### config.mk
export PLATFORM = sky130hd
export DESIGN_NAME = seg_shift_driver
export DESIGN_NICKNAME = d
export VERILOG_FILES = /design/src/rtl/seg_shift_driver.sv
export SDC_FILE = /design/constraint.sdc
export NUM_CORES = 1
export LEC_CHECK = 0
export BUFFER_PORTS_ARGS = -buffer_cell sky130_fd_sc_hd__clkbuf_2
export CAP_MARGIN = 5
export CORE_MARGIN = 10
export CORE_UTILIZATION = 28
export CTS_CLUSTER_DIAMETER = 40
export DETAILED_ROUTE_END_ITERATION = 12
export GPL_TIMING_DRIVEN = 1
export PLACE_DENSITY = 0.48
export SYNTH_ARGS = -nofsm -noshare
export SYNTH_HDL_FRONTEND = slang
export SYNTH_SLANG_ARGS = --single-unit
### constraint.sdc
create_clock -name sysclk -period 2.57 [get_ports sysclk]
set_clock_uncertainty 0.1 [all_clocks]
set_input_delay 0.257 -clock sysclk [delete_from_list [all_inputs] [get_ports sysclk]]
set_output_delay 0.257 -clock sysclk [all_outputs]
set_load 0.03 [all_outputs]
### src/rtl/seg_shift_driver.sv
// Seven-segment digit driver: decodes the selected hex nibble and shifts it into an
// external segment shift register, then latches it and updates the anodes. Define SEG_DP_EN to drive decimal points.
//
// state | meaning
// IDLE  | waiting for a digit_sel change or a pending frame
// SHIFT | clocking 8 bits out, two sysclk phases per bit
// LATCH | one-cycle storage-register latch pulse, anode update
module seg_shift_driver #(
  parameter bit ACTIVE_LOW_SEG = 1'b1,
  parameter bit ACTIVE_LOW_AN  = 1'b1
) (
  input  logic        sysclk,
  input  logic        rst_n,
  input  logic [1:0]  digit_sel,
  input  logic        blank,
  input  logic [15:0] digits,
  input  logic [3:0]  dp,
  output logic        ser_data,
  output logic        ser_clk,
  output logic        ser_latch,
  output logic [3:0]  an,
  output logic        oe_n,
  output logic        busy
);

  typedef enum logic [1:0] {IDLE, SHIFT, LATCH} state_t;

  localparam logic [3:0] AN_OFF = ACTIVE_LOW_AN ? 4'hF : 4'h0;

  state_t     state;
  logic [1:0] sel_q;
  logic [1:0] sel;
  logic       pending;
  logic [7:0] shreg;
  logic [2:0] bit_cnt;
  logic       phase;

  logic       change;
  logic       start;
  logic [3:0] nib;
  logic [6:0] seg;
  logic       dp_bit;
  logic [7:0] load_byte;
  logic [3:0] an_onehot;

  assign change = (digit_sel != sel_q);
  assign start  = (state == IDLE) && (change || pending);
  assign nib    = digits[{digit_sel, 2'b00} +: 4];

  always_comb begin
    seg = 7'h00;
    case (nib)
      4'h0: seg = 7'h3F;
      4'h1: seg = 7'h06;
      4'h2: seg = 7'h5B;
      4'h3: seg = 7'h4F;
      4'h4: seg = 7'h66;
      4'h5: seg = 7'h6D;
      4'h6: seg = 7'h7D;
      4'h7: seg = 7'h07;
      4'h8: seg = 7'h7F;
      4'h9: seg = 7'h6F;
      4'hA: seg = 7'h77;
      4'hB: seg = 7'h7C;
      4'hC: seg = 7'h39;
      4'hD: seg = 7'h5E;
      4'hE: seg = 7'h79;
      4'hF: seg = 7'h71;
      default: seg = 7'h00;
    endcase
  end

`ifdef SEG_DP_EN
  assign dp_bit = dp[digit_sel];
`else
  // dp stays on the port for pin compatibility; the bit shifts out as "off".
  logic dp_unused;
  assign dp_unused = ^dp;
  assign dp_bit    = 1'b0;
`endif

  assign load_byte = {dp_bit, seg} ^ {8{ACTIVE_LOW_SEG}};
  assign an_onehot = 4'b0001 << sel;

  always_ff @(posedge sysclk or negedge rst_n) begin
    if (!rst_n) begin
      state     <= IDLE;
      sel_q     <= 2'd0;
      sel       <= 2'd0;
      pending   <= 1'b1;
      shreg     <= 8'h00;
      bit_cnt   <= 3'd0;
      phase     <= 1'b0;
      ser_data  <= 1'b0;
      ser_clk   <= 1'b0;
      ser_latch <= 1'b0;
      an        <= AN_OFF;
      oe_n      <= 1'b1;
      busy      <= 1'b0;
    end else begin
      sel_q <= digit_sel;
      // Any number of mid-frame changes collapse into one follow-up frame.
      if (start)
        pending <= 1'b0;
      else if (change && (state != IDLE))
        pending <= 1'b1;

      case (state)
        IDLE: begin
          ser_latch <= 1'b0;
          ser_clk   <= 1'b0;
          if (start) begin
            state    <= SHIFT;
            sel      <= digit_sel;
            shreg    <= load_byte;
            ser_data <= load_byte[7];
            bit_cnt  <= 3'd0;
            phase    <= 1'b0;
            busy     <= 1'b1;
            oe_n     <= 1'b1;
          end else begin
            busy <= 1'b0;
            oe_n <= blank;
          end
        end
        SHIFT: begin
          busy <= 1'b1;
          oe_n <= 1'b1;
          if (!phase) begin
            ser_clk <= 1'b1;
            phase   <= 1'b1;
          end else begin
            ser_clk <= 1'b0;
            phase   <= 1'b0;
            shreg   <= {shreg[6:0], 1'b0};
            if (bit_cnt == 3'd7) begin
              state     <= LATCH;
              ser_latch <= 1'b1;
              an        <= ACTIVE_LOW_AN ? ~an_onehot : an_onehot;
            end else begin
              bit_cnt  <= bit_cnt + 3'd1;
              ser_data <= shreg[6];
            end
          end
        end
        LATCH: begin
          ser_latch <= 1'b0;
          ser_clk   <= 1'b0;
          state     <= IDLE;
          busy      <= 1'b0;
          oe_n      <= blank;
        end
        default: state <= IDLE;
      endcase
    end
  end

endmodule

==> out/qor.yml <==
run_status:
  status: "finished clean"
routing:
  wirelength_mm: 3.91
  vias: 1324
  wire_per_inst_um: 14.3
  drcViolationCount: 0
  ant_nets: 0
  drt_pass1_iterations: 4
  drtIter0Drc: 45
  vias_per_cell: 4.85
worst_setup_path:
  crit_path_frequent_cell: "mux2_2"
  rr_worst_depth: 6
  timing.rr.start: "state[0]$_DFFE_PN0P_"
  cp-end-kind: "flop"
  startpoint_type: "input pin"
  critPathMaxFanout: 4
  crit_required_ns: 2.65
  path_cells: "clkbuf_2, mux4_1, ha_1, mux4_2, mux2_2, mux2_2"
  cp_slowest_cell: "mux4_1"
  arrival_ns: 2.30
  worstSetupPathType: "input pin to flop"
  path_buf_inv: 1
  worst_path_largest_cell_delay_ns: 0.63
  r2r-end: "shreg[3]$_DFFE_PN0P_"
  rrSetupSlack_ns: 0.47
  critPathTopFamily: "multiplexers"
min_path:
  hp-class: "input pin to flop"
  holdPathEnd: "sel_q[1]$_DFF_PN0_"
  hold_path_depth: 1
  hp-start: "digit_sel[1]"
global_routing:
  grt_pass1_vias: 1404
  grt_max_degree: 28
  antenna_found_initial: 0
  gr-total-overflow: 0
  grt.total_usage_pct: 8.47
  grt_first_pass_wirelength_mm: 6.92
cts:
  clock_latency_ns: 0.28
  cts_root_buffer: "clkbuf_8"
  cts_max_path_buffers: 2
  clk_transition_reported_paths_ns: 0.11
  cts_max_level: 1
  postCtsSetupRepairBufs: 0
  cts_sinks: 27
  tritoncts: "done"
  cts_buffers: 3
finish:
  final_common_cell: "clkbuf_2"
  area_growth_pct: 20.2
  diodes: 0
  most-common-layout-cells: "clkbuf_2, dfrtp_1, nand2_1"
  layout-drive-gt1-share_pct: 32.3
  finalNetCount: 237
sta:
  setup_tns_ns: 0
  fin_crit_sh_pct: 86.2
  min_period_ns: 2.21
  rsz0062_at_grt: "no"
  setup_viol: 0
  max-slew-margin-rel_pct: 52.6
  worst_pin_slew_ns: 0.711
  fmax_mhz: 452
  slew_viol_final: 0
  final_hold_viol_count: 0
synth:
  synth-edff-count: 0
  ys_async_sr_fraction_pct: 100
  avgSynthCellArea_um2: 10.4
  yosysUniqueCellTypes: 40
  syn_inst: 162
  yosys_warnings: 0
  syn_nets: 200
  synth_top_area_share_pct: 31.3
  syn_area_um2: 1680
  ys_top_cells_by_area: "dfrtp_1, ha_1, dfstp_2"
  synth_seq_cells: 27
  yosys_most_used_dff: "dfrtp_1"
  yosysTopAreaCell: "dfrtp_1"
  ys_seq_area_share_pct: 40.6
power:
  p_total_mw: 2.00
  p_leak_nw: 0.941
  power_density_nw_per_um2: 991
  max-vdd-ir-drop_uv: 361
floorplanning:
  die_h_um: 97.5
  core_area_um2: 5890
  die_w_um: 97.5
  num_rows: 28
  start_util_pct: 28.6
  fp.dieArea_um2: 9510
  io_pins: 34
run:
  maxCapViolCount: 0
place:
  port_buffers: 29
  place_congestion: 0.762
  hpwl_mm: 2.93
cell usage after synthesis, types with 4 or more instances:
library cell	n
dfrtp_1	21
nand2_1	14
ha_1	13
inv_1	13
o21ai_0	11
mux2_2	8
clkbuf_1	7
dfstp_2	6
nor2_1	6
o31ai_1	6
a21oi_1	5
nand3_1	4
o41ai_1	4
repair_timing:
| item | CTS | global route |
|---|---|---|
| setup endpoints to repair | 0 | 0 |
| resized for setup | 0 | 0 |
| endpoints found under the hold margin | 21 | 0 |
| hold buffers | 1 | 0 |
worst register-to-register path, cell delays in order, from the launching register on:
cell and delay [ns]:
dfrtp_1 0.43, inv_1 0.10, ha_1 0.17, inv_1 0.08
o41ai_1 0.44, or2_2 0.32, mux2_2 0.36
flip-flops by register name, summed over array words and instances, names as in the netlist, 2 cells and up:
register  flops
bit_cnt       3
sel_q         2
sel           2
state         2
shreg         7
an            4
cell families after synthesis:
family | after synthesis | share of synthesized area, %
compound gates | 45 | 18.9
xor+xnor | 2 | 1.04
fa+ha+maj | 13 | 9.67
buf+inv | 23 | 5.73
flops | 27 | 40.6
mux | 14 | 13.1
simple gates | 38 | 10.9
cell type report:
type                       instances  area [µm²]
fill                             612        3860
timing repair buffer              42         245
tap                               75        93.8
inverter                          13        48.8
sequential                        27         683
multi-input combinational        112         902
clock buffer                       3        41.3
clock inverter                     1        7.51
through the flow:
stage / std cells / worst slack [ns] / utilization, % / cell area (µm²) / hold WS [ns]
global placement: 268 / 0.0669 / 33.4 / 1960 / 0.246
floorplan: 162 / 0.0888 / - / 1680 / -0.139
finish: 273 / 0.356 / 34.4 / 2020 / 0.0811
global route: 273 / 0.262 / 34.4 / 2020 / 0.0833
detailed placement: 268 / 0.0411 / 33.4 / 1960 / 0.249
CTS: 273 / 0.356 / 34.4 / 2020 / 0.0764
worst max path at each step:
| stage | cells past startpoint | start | endpoint |
|---|---|---|---|
| final | 6 | digit_sel[0] | shreg[3]$_DFFE_PN0P_ |
| after global routing | 8 | digit_sel[0] | shreg[3]$_DFFE_PN0P_ |
| after CTS | 6 | digit_sel[0] | shreg[3]$_DFFE_PN0P_ |
| after detailed placement | 6 | digit_sel[0] | shreg[3]$_DFFE_PN0P_ |
| after global placement | 8 | digit_sel[0] | shreg[3]$_DFFE_PN0P_ |
| after floorplan | 8 | digit_sel[0] | shreg[3]$_DFFE_PN0P_ |
routing by layer:
| metal | global-route usage [%] | up-vias | wire length [µm] |
|---|---|---|---|
| met1 | 11.1 | 630 | 1940 |
| met3 | 2.77 | 2 | 201 |
| met2 | 12.5 | 32 | 1710 |
| li1 | - | 660 | - |
| met5 | 0 | - | 0 |
| met4 | 3.36 | 0 | 49 |
power by group:
group	switching [mW]	total [mW]	internal (mW)
clock network	0.151	0.261	0.110
registers	0.113	0.732	0.619
logic	0.589	1.01	0.421
(Power assumes the default switching activity.)
